### src/rtl/uart_tx_fifo_if.sv
// Write-side handshake of the buffered UART transmitter: valid/data in, ready/overflow back.
interface uart_tx_fifo_if #(
    parameter int DATA_BITS = 8
);
    logic                 i_valid;
    logic [DATA_BITS-1:0] i_data;
    logic                 o_ready;
    logic                 o_overflow;

    modport master (output i_valid, output i_data, input o_ready, input o_overflow);
    modport slave  (input i_valid, input i_data, output o_ready, output o_overflow);
endinterface

### src/rtl/uart_tx_fifo.sv
// Buffered UART transmitter: circular FIFO feeding a start/data/parity/stop serialiser
// that sends queued words back-to-back, LSB first.
module uart_tx_fifo #(
    parameter int CLK_FREQUENCY  = 125000000,
    parameter int UART_FREQUENCY = 9600,
    parameter int DATA_BITS      = 8,
    parameter int PARITY         = 0,
    parameter int STOP_BITS      = 1,
    parameter int FIFO_DEPTH     = 16
) (
    input  logic                        i_clock,
    input  logic                        i_reset,
    uart_tx_fifo_if.slave               bus,
    output logic                        o_tx,
    output logic                        o_busy,
    output logic [$clog2(FIFO_DEPTH):0] o_fifo_count
);

    localparam int DIV = CLK_FREQUENCY / UART_FREQUENCY;
    localparam int AW  = $clog2(FIFO_DEPTH);
    localparam int CW  = $clog2(DIV);
    localparam int BW  = $clog2(DATA_BITS);

    localparam logic [AW:0]   FULL      = (AW+1)'(FIFO_DEPTH);
    localparam logic [CW-1:0] BAUD_LAST = CW'(DIV - 1);
    localparam logic [BW-1:0] DATA_LAST = BW'(DATA_BITS - 1);
    localparam logic [BW-1:0] STOP_LAST = BW'(STOP_BITS - 1);
    localparam logic          ODD       = (PARITY == 1);

    typedef enum logic [2:0] {S_IDLE, S_START, S_DATA, S_PARITY, S_STOP} state_t;

    state_t               state_q, state_d;
    logic [CW-1:0]        baud_q, baud_d;
    logic [BW-1:0]        bit_q, bit_d;
    logic [DATA_BITS-1:0] shift_q, shift_d;
    logic                 par_q, par_d;
    logic                 tx_q, tx_d;
    logic                 active_q, active_d;
    logic                 ovf_q, ovf_d;
    logic [AW-1:0]        wr_ptr_q, wr_ptr_d;
    logic [AW-1:0]        rd_ptr_q, rd_ptr_d;
    logic [AW:0]          count_q, count_d;

    logic                 push;
    logic                 pop;
    logic                 baud_last;
    logic [DATA_BITS-1:0] head;

    logic [DATA_BITS-1:0] mem [FIFO_DEPTH];

    assign head      = mem[rd_ptr_q];
    assign baud_last = (baud_q == BAUD_LAST);

    // Full blocks the write even when a pop lands on the same edge.
    assign push = bus.i_valid && (count_q != FULL) && !i_reset;

    always_ff @(posedge i_clock) begin
        if (push) begin
            mem[wr_ptr_q] <= bus.i_data;
        end
    end

    always_comb begin
        state_d  = state_q;
        bit_d    = bit_q;
        shift_d  = shift_q;
        par_d    = par_q;
        pop      = 1'b0;
        baud_d   = (state_q == S_IDLE || baud_last) ? '0 : baud_q + 1'b1;

        case (state_q)
            S_IDLE: begin
                if (count_q != '0) begin
                    pop     = 1'b1;
                    shift_d = head;
                    par_d   = (^head) ^ ODD;
                    state_d = S_START;
                end
            end
            S_START: begin
                if (baud_last) begin
                    bit_d   = '0;
                    state_d = S_DATA;
                end
            end
            S_DATA: begin
                if (baud_last) begin
                    shift_d = shift_q >> 1;
                    if (bit_q == DATA_LAST) begin
                        bit_d   = '0;
                        state_d = (PARITY != 0) ? S_PARITY : S_STOP;
                    end else begin
                        bit_d = bit_q + 1'b1;
                    end
                end
            end
            S_PARITY: begin
                if (baud_last) begin
                    bit_d   = '0;
                    state_d = S_STOP;
                end
            end
            S_STOP: begin
                if (baud_last) begin
                    if (bit_q != STOP_LAST) begin
                        bit_d = bit_q + 1'b1;
                    end else if (count_q != '0) begin
                        // Chain straight into the next start bit, no idle cycle.
                        pop     = 1'b1;
                        shift_d = head;
                        par_d   = (^head) ^ ODD;
                        state_d = S_START;
                    end else begin
                        state_d = S_IDLE;
                    end
                end
            end
            default: state_d = S_IDLE;
        endcase
    end

    always_comb begin
        case (state_q)
            S_START:  tx_d = 1'b0;
            S_DATA:   tx_d = shift_q[0];
            S_PARITY: tx_d = par_q;
            default:  tx_d = 1'b1;
        endcase
        // active_q tracks the line, which trails the state by one cycle.
        active_d = (state_q != S_IDLE);
        ovf_d    = bus.i_valid && (count_q == FULL);
        wr_ptr_d = wr_ptr_q + AW'(push);
        rd_ptr_d = rd_ptr_q + AW'(pop);
        count_d  = count_q + (AW+1)'(push) - (AW+1)'(pop);
    end

    always_ff @(posedge i_clock or posedge i_reset) begin
        if (i_reset) begin
            state_q  <= S_IDLE;
            baud_q   <= '0;
            bit_q    <= '0;
            shift_q  <= '0;
            par_q    <= 1'b0;
            tx_q     <= 1'b1;
            active_q <= 1'b0;
            ovf_q    <= 1'b0;
            wr_ptr_q <= '0;
            rd_ptr_q <= '0;
            count_q  <= '0;
        end else begin
            state_q  <= state_d;
            baud_q   <= baud_d;
            bit_q    <= bit_d;
            shift_q  <= shift_d;
            par_q    <= par_d;
            tx_q     <= tx_d;
            active_q <= active_d;
            ovf_q    <= ovf_d;
            wr_ptr_q <= wr_ptr_d;
            rd_ptr_q <= rd_ptr_d;
            count_q  <= count_d;
        end
    end

    assign o_tx           = tx_q;
    assign o_busy         = (state_q != S_IDLE) || (count_q != '0) || active_q;
    assign o_fifo_count   = count_q;
    assign bus.o_ready    = (count_q != FULL);
    assign bus.o_overflow = ovf_q;

endmodule

### src/flat_wrapper.sv
// flat-port wrapper written by rule: the top's interface ports become plain ports
module uart_tx_fifo_flat 
#(
    parameter int CLK_FREQUENCY  = 125000000,
    parameter int UART_FREQUENCY = 9600,
    parameter int DATA_BITS      = 8,
    parameter int PARITY         = 0,
    parameter int STOP_BITS      = 1,
    parameter int FIFO_DEPTH     = 16
)
  (i_clock, i_reset, o_tx, o_busy, o_fifo_count, bus_i_valid, bus_i_data, bus_o_ready, bus_o_overflow);
  uart_tx_fifo_if #(.DATA_BITS(DATA_BITS)) bus_i ();
  input  logic i_clock;
  input  logic i_reset;
  output logic o_tx;
  output logic o_busy;
  output logic [$clog2(FIFO_DEPTH):0] o_fifo_count;
  input wire logic [$bits(bus_i.i_valid)-1:0] bus_i_valid;
  input wire logic [$bits(bus_i.i_data)-1:0] bus_i_data;
  output wire logic [$bits(bus_i.o_ready)-1:0] bus_o_ready;
  output wire logic [$bits(bus_i.o_overflow)-1:0] bus_o_overflow;
  assign bus_i.i_valid = bus_i_valid;
  assign bus_i.i_data = bus_i_data;
  assign bus_o_ready = bus_i.o_ready;
  assign bus_o_overflow = bus_i.o_overflow;
  uart_tx_fifo #(.CLK_FREQUENCY(CLK_FREQUENCY), .UART_FREQUENCY(UART_FREQUENCY), .DATA_BITS(DATA_BITS), .PARITY(PARITY), .STOP_BITS(STOP_BITS), .FIFO_DEPTH(FIFO_DEPTH)) u_core (.i_clock(i_clock), .i_reset(i_reset), .bus(bus_i), .o_tx(o_tx), .o_busy(o_busy), .o_fifo_count(o_fifo_count));
endmodule
### config.mk
export PLATFORM = sky130hd
export DESIGN_NAME = uart_tx_fifo_flat
export DESIGN_NICKNAME = d
export VERILOG_FILES = /design/src/rtl/uart_tx_fifo_if.sv /design/src/rtl/uart_tx_fifo.sv /design/src/flat_wrapper.sv
export SDC_FILE = /design/constraint.sdc
export NUM_CORES = 1
export LEC_CHECK = 0
export ABC_AREA = 1
export BUFFER_PORTS_ARGS = -buffer_cell sky130_fd_sc_hd__buf_2
export CELL_PAD_IN_SITES_DETAIL_PLACEMENT = 1
export CELL_PAD_IN_SITES_GLOBAL_PLACEMENT = 1
export CORE_MARGIN = 8
export CORE_UTILIZATION = 49
export DETAILED_ROUTE_END_ITERATION = 10
export PLACE_DENSITY = 0.89
export SLEW_MARGIN = 20
export SYNTH_ARGS = -nofsm -noshare
export SYNTH_HDL_FRONTEND = slang
export SYNTH_SLANG_ARGS = --single-unit
### constraint.sdc
create_clock -name i_clock -period 3.18 [get_ports i_clock]
set_input_delay 0.636 -clock i_clock [delete_from_list [all_inputs] [get_ports i_clock]]
set_output_delay 0.636 -clock i_clock [all_outputs]
set_load 0.1 [all_outputs]
==> flow_summary_export.csv, run 1 <==
group,metric,value,unit
sta,rsz0062_at_grt,"false",
clock_network,clock-sinks,173,
yosys,synth_cell_type_count,37,
setup_path,crit_arrival,3.25,ns
global_routing,grt_pass1_vias,6130,
placed_design,portBuffers,19,
yosys,synth_nets,804,
setup_path,path_buf_inv,4,
floorplanning,core,15660,um^2
floorplanning,ios,20,
yosys,synth_ff_type,"edfxtp_1",
route,drt_iter0_drc,430,
sta,timing.hold.ws,0.3683,ns
layout,layout_commonest_cell,"nand2_1",
route,ant_nets,0,
floorplanning,initial_core_util,49.44,%
yosys,avgSynthCellArea,9.923,um^2
outcome,status,"complete, no violations",
placed_design,dp_hpwl,13340,um
setup_path,crit_type,"reg -> reg",
clock_network,clk_pin_slew,0.07,ns
sta,slew_headroom,39.69,%
layout,syn_to_final_growth,11.83,%
floorplanning,rows,46,
sta,tightest_slew,0.9013,ns
floorplanning,die_x,141.7,um
yosys,synthesis.area,7740,um^2
global_routing,grt_overflow,0,
yosys,ys_warn_count,0,
placed_design,gp_congestion,0.8199,
layout,final_cell_mix,"nand2_1 (239), edfxtp_1 (128), nor2_1 (106), inv_1 (63), nand3_1 (50)",
route,routedWlPerCell,19.77,um
floorplanning,die-area,20070,um^2
floorplanning,die_h,141.7,um
setup_path,end_kind,"flop",
route,viasPerCell,5.394,
sta,fin_crit_sh,92.79,%
pwr,p_leak,0.003704,uW
route,wl,20360,um
layout,nets,825,
clock_network,htreeDepth,4,
sta,final.min_clock_period,2.951,ns
setup_path,startpoint_type,"flop",
route,drc,0,
yosys,synth_seq_cells,173,
setup_path,critical_path.cell_chain,"inv_1, ha_1, inv_1, o21ai_0, nand3_2, nor2_1, inv_1, nand2_1, ha_4, inv_2, fa_2, o21ai_1, a21oi_1, xor2_1",
sta,setup_viol,0,
clock_network,clock_path_buffers,2,
clock_network,ctsRootBufferMaster,"clkbuf_16",
yosys,synth_edf_count,128,
yosys,synth_cells,780,
global_routing,grt_max_degree,73,
setup_path,cpMaxStageDelayCell,"dfrtp_1",
setup_path,crit_required,3.48,ns
layout,diodes,0,
setup_path,crit_path_frequent_cell,"inv_1",
min_path,hold_class,"in -> async",
pwr,ir_worst_vdd,0.4465,mV
pwr,power_density,662.2,nW/um^2
layout,drive_gt1_share,11.06,%
sta,skew,0.005535,ns
yosys,yosysSeqAreaShare,64.23,%
setup_path,crit_fanout,6,
clock_network,clock_latency,0.43,ns
sta,finalMaxSlewViolations,0,
sta,fin_tns_setup,0,ns
global_routing,grt_pass1_wl,32800,um
yosys,async_flop_share,26.01,%
route,num_vias,5556,
sta,finalHoldViolCount,0,
setup_path,crit_family,"adder cells",
job,cap_viol_max_count,0,
clock_network,cts_tree,"yes",
setup_path,max_stage_delay,0.40,ns
global_routing,grt_usage,21.48,%
clock_network,cts_buffers,17,
sta,fmax,338.9,MHz
global_routing,antenna_found_initial,0,
route,dr.pass1.iters,4,
## power breakdown
part           total [uW]  switching [uW]  internal [uW]
Clock                2180             918           1260
Combinational         847             651            197
Sequential           2710             110           2600
## timing repair
action | in CTS | in global routing
resized for setup | 0 | 1
hold endpoints to repair | 0 | 0
buffers inserted | 0 | 0
hold buffers | 0 | 0
setup endpoints to repair | 0 | 1
## registers in the layout (all words and copies together), names as in the netlist
register and count:
u_core.wr_ptr_q 4, u_core.mem 128, u_core.state_q 3, u_core.baud_q 14, u_core.rd_ptr_q 4, u_core.o_fifo_count 5, u_core.bus.o_overflow 1, u_core.par_q 1
u_core.o_tx 1, u_core.active_q 1, u_core.bit_q 3, u_core.shift_q 8
## synthesized netlist by cell type (all sizes together) (3+ instances only)
cell	count	area share [%]
ha	12	1.9
dfrtp	44	14
nand3	52	3.4
nor2	108	5.4
o21ai	32	2.1
xor2	7	0.79
xnor2	4	0.55
edfxtp	128	50
nor3	3	0.19
buf	22	2.0
inv	73	3.5
nand2	244	12
nand4	5	0.40
a21oi	33	2.3
## cell type report
class                      instances  area, um^2
multi-input combinational        509        2361
clock buffer                      18       429.2
sequential                       173        4984
inverter                          75       287.8
tap                              216       270.3
fill                            1747        6999
timing repair buffer              25       140.1
clock inverter                    14       183.9
## layer usage
metal | GRT usage [%] | vias up | routed length (um)
met1 | 23.82 | 2741 | 8019
met2 | 38.42 | 155 | 10730
li1 | - | 2602 | -
met3 | 3.797 | 58 | 748
met5 | 0 | - | 0
met4 | 11.87 | 0 | 867
## path summary, 6_finish.rpt
| kind | start | to | slack (ns) | cells after the start |
|---|---|---|---|---|
| min in group i_clock | bus_i_valid | u_core.bus.o_overflow | 0.45 | 3 |
| worst min register to register | u_core.baud_q[0] | u_core.baud_q[0] | 0.46 | 1 |
| worst min-delay path | i_reset | u_core.wr_ptr_q[1] | 0.37 | 3 |
| max in group asynchronous | i_reset | u_core.o_fifo_count[0] | 2.35 | 3 |
| worst max-delay path | u_core.bit_q[0] | u_core.o_fifo_count[4] | 0.23 | 14 |
| worst max register to register | u_core.bit_q[0] | u_core.o_fifo_count[4] | 0.23 | 14 |
## tightest hold or removal path, cell delays in order
cell,delay [ns]
buf_2,0.11
inv_2,0.05
buf_4,0.48
## kinds of logic (layout without fill, tap and decap cells)
kind of cell	Yosys count	count (layout)	synth area share (%)
adders and majority gates	13	13	2.198
AOI/OAI and AO/OA	69	69	4.801
buffers and inverters	98	132	5.690
and+or+nand+nor	416	416	21.74
DFF	173	173	64.23
xor gates and xnor gates	11	11	1.342
## through the flow
stage	utilization [%]	instance area (um^2)	worst slack [ns]	std cells	total power, uW
3_5_place_dp	51.34	8038	0.5050	998	3576
4_1_cts	55.26	8651	0.1482	1030	5765
2_1_floorplan	-	7784	0.008335	780	3333
3_3_place_gp	51.34	8038	0.6686	998	3505
5_1_grt	55.29	8656	0.06133	1030	5913
6_report	55.29	8656	0.2292	1030	5731
Power figures use the tool's default switching activity.
==> run 2: changes to the inputs <==
--- a/config.mk
+++ b/config.mk
@@ -10,9 +10,10 @@
 export CELL_PAD_IN_SITES_DETAIL_PLACEMENT = 1
 export CELL_PAD_IN_SITES_GLOBAL_PLACEMENT = 1
 export CORE_MARGIN = 8
-export CORE_UTILIZATION = 49
+export CORE_UTILIZATION = 51
+export CTS_BUF_LIST = sky130_fd_sc_hd__clkbuf_2
 export DETAILED_ROUTE_END_ITERATION = 10
-export PLACE_DENSITY = 0.89
+export PLACE_DENSITY = 0.92
 export SLEW_MARGIN = 20
 export SYNTH_ARGS = -nofsm -noshare
 export SYNTH_HDL_FRONTEND = slang
==> flow_summary_export.csv, run 2 (synthesis gave the netlist of run 1 again) <==
group,metric,value,unit
outcome,status,"complete, no violations",
sta,timing.hold.ws,0.08892,ns
min_path,hold_class,"in -> reg",
sta,setup_viol,0,
global_routing,grt_usage,20.93,%
sta,fmax,348.7,MHz
sta,finalWorstSetupSlack,0.3124,ns
pwr,ir_worst_vdd,0.3520,mV
route,wl,19500,um
sta,fin_crit_sh,90.18,%
clock_network,cts_setup_buffers,0,
global_routing,grt_overflow,0,
global_routing,grt_pass1_wl,31630,um
clock_network,hold_buffers,1,
layout,nets,825,
setup_path,crit_path_frequent_cell,"nor2_1",
pwr,clockPowerShare,23.7,%
floorplanning,rows,45,
layout,largest_reg_flops,128,
sta,fin_tns_setup,0,ns
placed_design,gp_congestion,0.8604,
setup_path,crit_arrival,2.23,ns
global_routing,grtUsageMet1,24.80,%
pwr,internal-power,3097,uW
floorplanning,die-area,19370,um^2
pwr,power_density,565.1,nW/um^2
floorplanning,ios,20,
placed_design,place_area,7995,um^2
global_routing,grt.busiest_layer,"met2",
global_routing,grt_max_degree,73,
layout,top_register,"u_core.mem",
pwr,power.switching,1552,uW
pwr,p_seq_share,58.1,%
global_routing,gr-usage-met2,36.64,%
floorplanning,die_x,139.2,um
layout,diodes,0,
clock_network,clock-sinks,173,
clock_network,clock_path_buffers,2,
layout,drive_gt1_share,11.18,%
clock_network,clock_latency,0.75,ns
clock_network,clk_pin_slew,0.26,ns
route,drt_iter0_drc,457,
layout,reg.largest.list,"u_core.mem (128), u_core.baud_q (14), u_core.shift_q (8)",
sta,tightest_slew,0.8884,ns
route,dr.pass1.iters,4,
layout,final_cell_area,8227,um^2
sta,finalHoldViolCount,0,
floorplanning,core,15030,um^2
setup_path,startpoint_type,"flop",
clock_network,cts_buffers,17,
global_routing,grt_pass1_vias,5969,
setup_path,path_buf_inv,3,
setup_path,crit_family,"simple AND/OR/NAND/NOR gates",
layout,layout_commonest_cell,"nand2_1",
job,cap_viol_max_count,0,
layout,fillers,1666,
route,drc,0,
clock_network,ctsRootBufferMaster,"clkbuf_2",
sta,rsz0062_at_grt,"false",
pwr,p_leak,0.003543,uW
sta,final.min_clock_period,2.868,ns
sta,finalMaxSlewViolations,0,
layout,fin_cells,1002,
setup_path,rrSetupSlack,0.39,ns
setup_path,crit_type,"reg -> out",
layout,syn_to_final_growth,6.288,%
clock_network,htreeDepth,4,
pwr,pwr-share-comb,18.1,%
route,viasPerCell,5.498,
setup_path,crit_required,2.54,ns
route,num_vias,5509,
setup_path,end_kind,"output pin",
setup_path,critical_path.cell_chain,"nor2_1, inv_1, nor2_1, inv_1, nor2_1, nand2_1, buf_2",
setup_path,crit_fanout,4,
route,routedWlPerCell,19.46,um
placed_design,dp_hpwl,13430,um
route,ant_nets,0,
setup_path,cpMaxStageDelayCell,"dfrtp_1",
clock_network,cts_resized,0,
global_routing,antenna_found_initial,0,
placed_design,post-place-ws,0.4745,ns
pwr,switching_share,33.38,%
layout,final_cell_mix,"nand2_1 (239), edfxtp_1 (128), nor2_1 (106), inv_1 (63), nand3_1 (51)",
placed_design,placed_cells,969,
global_routing,met3_usage,3.752,%
sta,skew,0.04232,ns
clock_network,cts_tree,"yes",
placed_design,portBuffers,19,
floorplanning,die_h,139.2,um
floorplanning,initial_core_util,51.49,%
setup_path,max_stage_delay,0.46,ns
sta,slew_headroom,40.69,%
==> run 2: cell count changes in the layout (fill, tap and decap cells not counted), sizes merged <==
cell	delta
buf	-1
bufinv	-2
clkinvlp	+1
dlygate4sd3	+1
inv	+1
==> run 2: worst paths after layout <==
kind / to / start / depth (start not counted)
min reg2reg: u_core.baud_q[0] / u_core.baud_q[0] / 1
max in group asynchronous: u_core.o_fifo_count[3] / i_reset / 4
min: u_core.bus.o_overflow / bus_i_valid / 3
min in group asynchronous: u_core.wr_ptr_q[0] / i_reset / 4
max reg2reg: u_core.o_fifo_count[4] / u_core.bit_q[0] / 14
max: o_busy / u_core.state_q[1] / 7
==> run 2: through the flow <==
step / total power (uW) / util [%]
after floorplan: 3333 / -
after global placement: 3501 / 53.18
after detailed placement: 3581 / 53.18
after CTS: 4669 / 54.72
after global routing: 4809 / 54.72
final: 4649 / 54.72
==> run 2: layer usage <==
metal	vias up	part of all wire, %
met5	-	0
met1	2748	41
met3	35	4.0
met4	0	2.4
li1	2589	-
met2	137	53
==> run 2: worst register-to-register path, stage by stage, from the launching register on <==
cell	delay [ns]
dfrtp_1	0.45
inv_1	0.10
ha_1	0.16
inv_1	0.04
o21ai_0	0.28
nand3_1	0.28
nor2_1	0.27
inv_1	0.10
nand2_1	0.11
ha_4	0.15
inv_2	0.04
fa_2	0.36
o21ai_1	0.13
a21oi_1	0.09
xor2_1	0.16
==> run 2: area by class of cell <==
cell class,count,area (um^2),area share [%]
sequential,173,4984,60.58
multi-input combinational,509,2356,28.64
inverter,75,287.8,3.498
tap,188,235.2,2.859
timing repair buffer,25,142.6,1.734
clock inverter,14,131.4,1.597
clock buffer,18,90.09,1.095
==> run 2: power by group through the flow <==
stage	registers, uW	clock network (uW)	logic [uW]
CTS	2700	1120	848
global placement	2730	0	773
floorplan	2970	0	366
detailed placement	2750	0	835
finish	2700	1100	842
global route	2720	1200	892
==> run 3: changes to the inputs <==
==> constraint.sdc (replaced) <==
create_clock -name i_clock -period 3.18 [get_ports i_clock]
set_input_delay 0.159 -clock i_clock [delete_from_list [all_inputs] [get_ports i_clock]]
set_output_delay 0.159 -clock i_clock [all_outputs]
set_load 0.1 [all_outputs]
==> flow_summary_export.csv, run 3 (synthesis gave the netlist of run 1 again) <==
group,metric,value,unit
sta,tightest_slew,0.8479,ns
global_routing,grt_overflow,0,
layout,drive_gt1_share,11.06,%
layout,nets,834,
floorplanning,ios,20,
layout,largest_reg_flops,128,
clock_network,ctsRootBufferMaster,"clkbuf_2",
route,wl,20220,um
setup_path,reg2reg_to,"u_core.o_fifo_count[4]",
floorplanning,die_h,139.2,um
sta,setup_viol,0,
sta,slew_headroom,43.27,%
route,num_vias,5614,
sta,fin_tns_setup,0,ns
sta,skew,0.07774,ns
pwr,ir_worst_vdd,0.4709,mV
sta,final.min_clock_period,2.918,ns
route,routedWlPerCell,19.98,um
setup_path,cp-endpoint,"u_core.o_fifo_count[4]",
layout,layout_commonest_cell,"nand2_1",
route,ant_nets,0,
setup_path,rrSetupSlack,0.26,ns
global_routing,grt_pass1_wl,32310,um
clock_network,clock_path_buffers,2,
layout,top_register,"u_core.mem",
layout,fin_util,55.41,%
setup_path,cp-startpoint,"u_core.bit_q[0]",
placed_design,gp_congestion,0.8319,
setup_path,rr_startpoint,"u_core.bit_q[0]",
setup_path,crit_arrival,3.58,ns
floorplanning,die-area,19370,um^2
outcome,status,"complete, no violations",
setup_path,startpoint_type,"flop",
setup_path,crit_type,"reg -> reg",
layout,reg.largest.list,"u_core.mem (128), u_core.baud_q (14), u_core.shift_q (8)",
global_routing,grt_usage,21.55,%
clock_network,clock_latency,0.81,ns
route,dr.pass1.iters,6,
clock_network,htreeDepth,4,
job,cap_viol_max_count,0,
setup_path,rr_worst_depth,14,
clock_network,clk_pin_slew,0.28,ns
sta,finalMaxSlewViolations,0,
sta,rsz0062_at_grt,"false",
setup_path,crit_required,3.84,ns
pwr,p_leak,0.003583,uW
floorplanning,initial_core_util,51.49,%
global_routing,grt_max_degree,73,
clock_network,cts_tree,"yes",
clock_network,clock-sinks,173,
clock_network,cts_buffers,17,
setup_path,end_kind,"flop",
sta,fin_crit_sh,91.77,%
min_path,hold_class,"in -> async",
floorplanning,core,15030,um^2
layout,final_cell_mix,"nand2_1 (239), edfxtp_1 (128), nor2_1 (106), inv_1 (63), nand3_1 (51)",
sta,finalHoldViolCount,0,
route,viasPerCell,5.547,
setup_path,crit_fanout,6,
layout,fillers,1661,
layout,syn_to_final_growth,7.630,%
global_routing,antenna_found_initial,1,
floorplanning,rows,45,
placed_design,portBuffers,19,
route,drt_iter0_drc,420,
floorplanning,die_x,139.2,um
placed_design,dp_hpwl,13780,um
sta,fmax,342.7,MHz
pwr,power_density,561.9,nW/um^2
global_routing,grt_pass1_vias,6194,
clock_network,cts_resized,0,
route,drc,0,
==> run 3: cell count changes in the layout (fill, tap and decap cells not counted), sizes merged <==
| cell | previous run | this run |
|---|---|---|
| dlygate4sd3 | 1 | 10 |
| clkinv | 7 | 8 |
| inv | 80 | 81 |
| bufinv | 1 | 0 |
| diode | 0 | 1 |
| clkbuf | 18 | 17 |
==> run 3: timing repair <==
item	CTS	global route
hold buffers	10	0
buffers inserted	0	0
hold endpoints to repair	176	0
==> run 3: report_power, final <==
group	leakage [uW]	internal [uW]	switching (uW)	total, uW
logic	0.00174	201	649	850
registers	0.00170	2600	105	2700
clock network	0.000143	252	876	1130
total	0.00358	3050	1630	4680
==> run 3: worst min-delay path by stage <==
stage | to | slack [ns]
6_report | u_core.shift_q[4] | 0.07
5_1_grt | u_core.shift_q[4] | 0.06
4_1_cts | u_core.shift_q[4] | 0.03
3_5_place_dp | u_core.bus.o_overflow | 0.37
3_3_place_gp | u_core.bus.o_overflow | 0.34
2_1_floorplan | u_core.mem[0][0] | 0.26
==> run 3: per-layer routing <==
metal	up-vias	global-route usage, %	share of wire, %
met4	0	9.705	3.5
met1	2773	23.46	38
met5	-	0	0
li1	2614	-	-
met3	55	4.509	4.9
met2	172	39.57	53
==> run 3: cell type report <==
type | instances | area, um^2 | area share [%]
well taps | 188 | 235.2 | 2.824
inverters | 75 | 287.8 | 3.454
diodes | 1 | 2.502 | 0.03004
multi-input cells | 509 | 2356 | 28.28
clock inverters | 15 | 147.6 | 1.772
clock buffers | 17 | 85.08 | 1.021
repair buffers | 34 | 232.7 | 2.794
flip-flops and latches | 173 | 4984 | 59.82
==> run 3: critical path, stage by stage, from the launching register on <==
cell	delay, ns
dfrtp_1	0.45
inv_1	0.12
ha_1	0.15
inv_1	0.04
o21ai_0	0.34
nand3_1	0.31
nor2_1	0.26
inv_1	0.09
nand2_1	0.12
ha_4	0.15
inv_2	0.04
fa_2	0.38
o21ai_1	0.15
a21oi_1	0.10
xor2_1	0.16
==> run 3: per-stage QoR <==
stage | hold WS, ns | cell area (um^2) | instances | power (uW) | setup slack (ns)
6_report | 0.07390 | 8330 | 1012 | 4681 | 0.2618
5_1_grt | 0.06318 | 8330 | 1012 | 4847 | 0.1285
4_1_cts | 0.02588 | 8328 | 1011 | 4688 | 0.2612
2_1_floorplan | 0.2579 | 7784 | 780 | 3333 | 0.008335
3_3_place_gp | 0.3374 | 7995 | 969 | 3488 | 0.6370
3_5_place_dp | 0.3714 | 7995 | 969 | 3587 | 0.3070
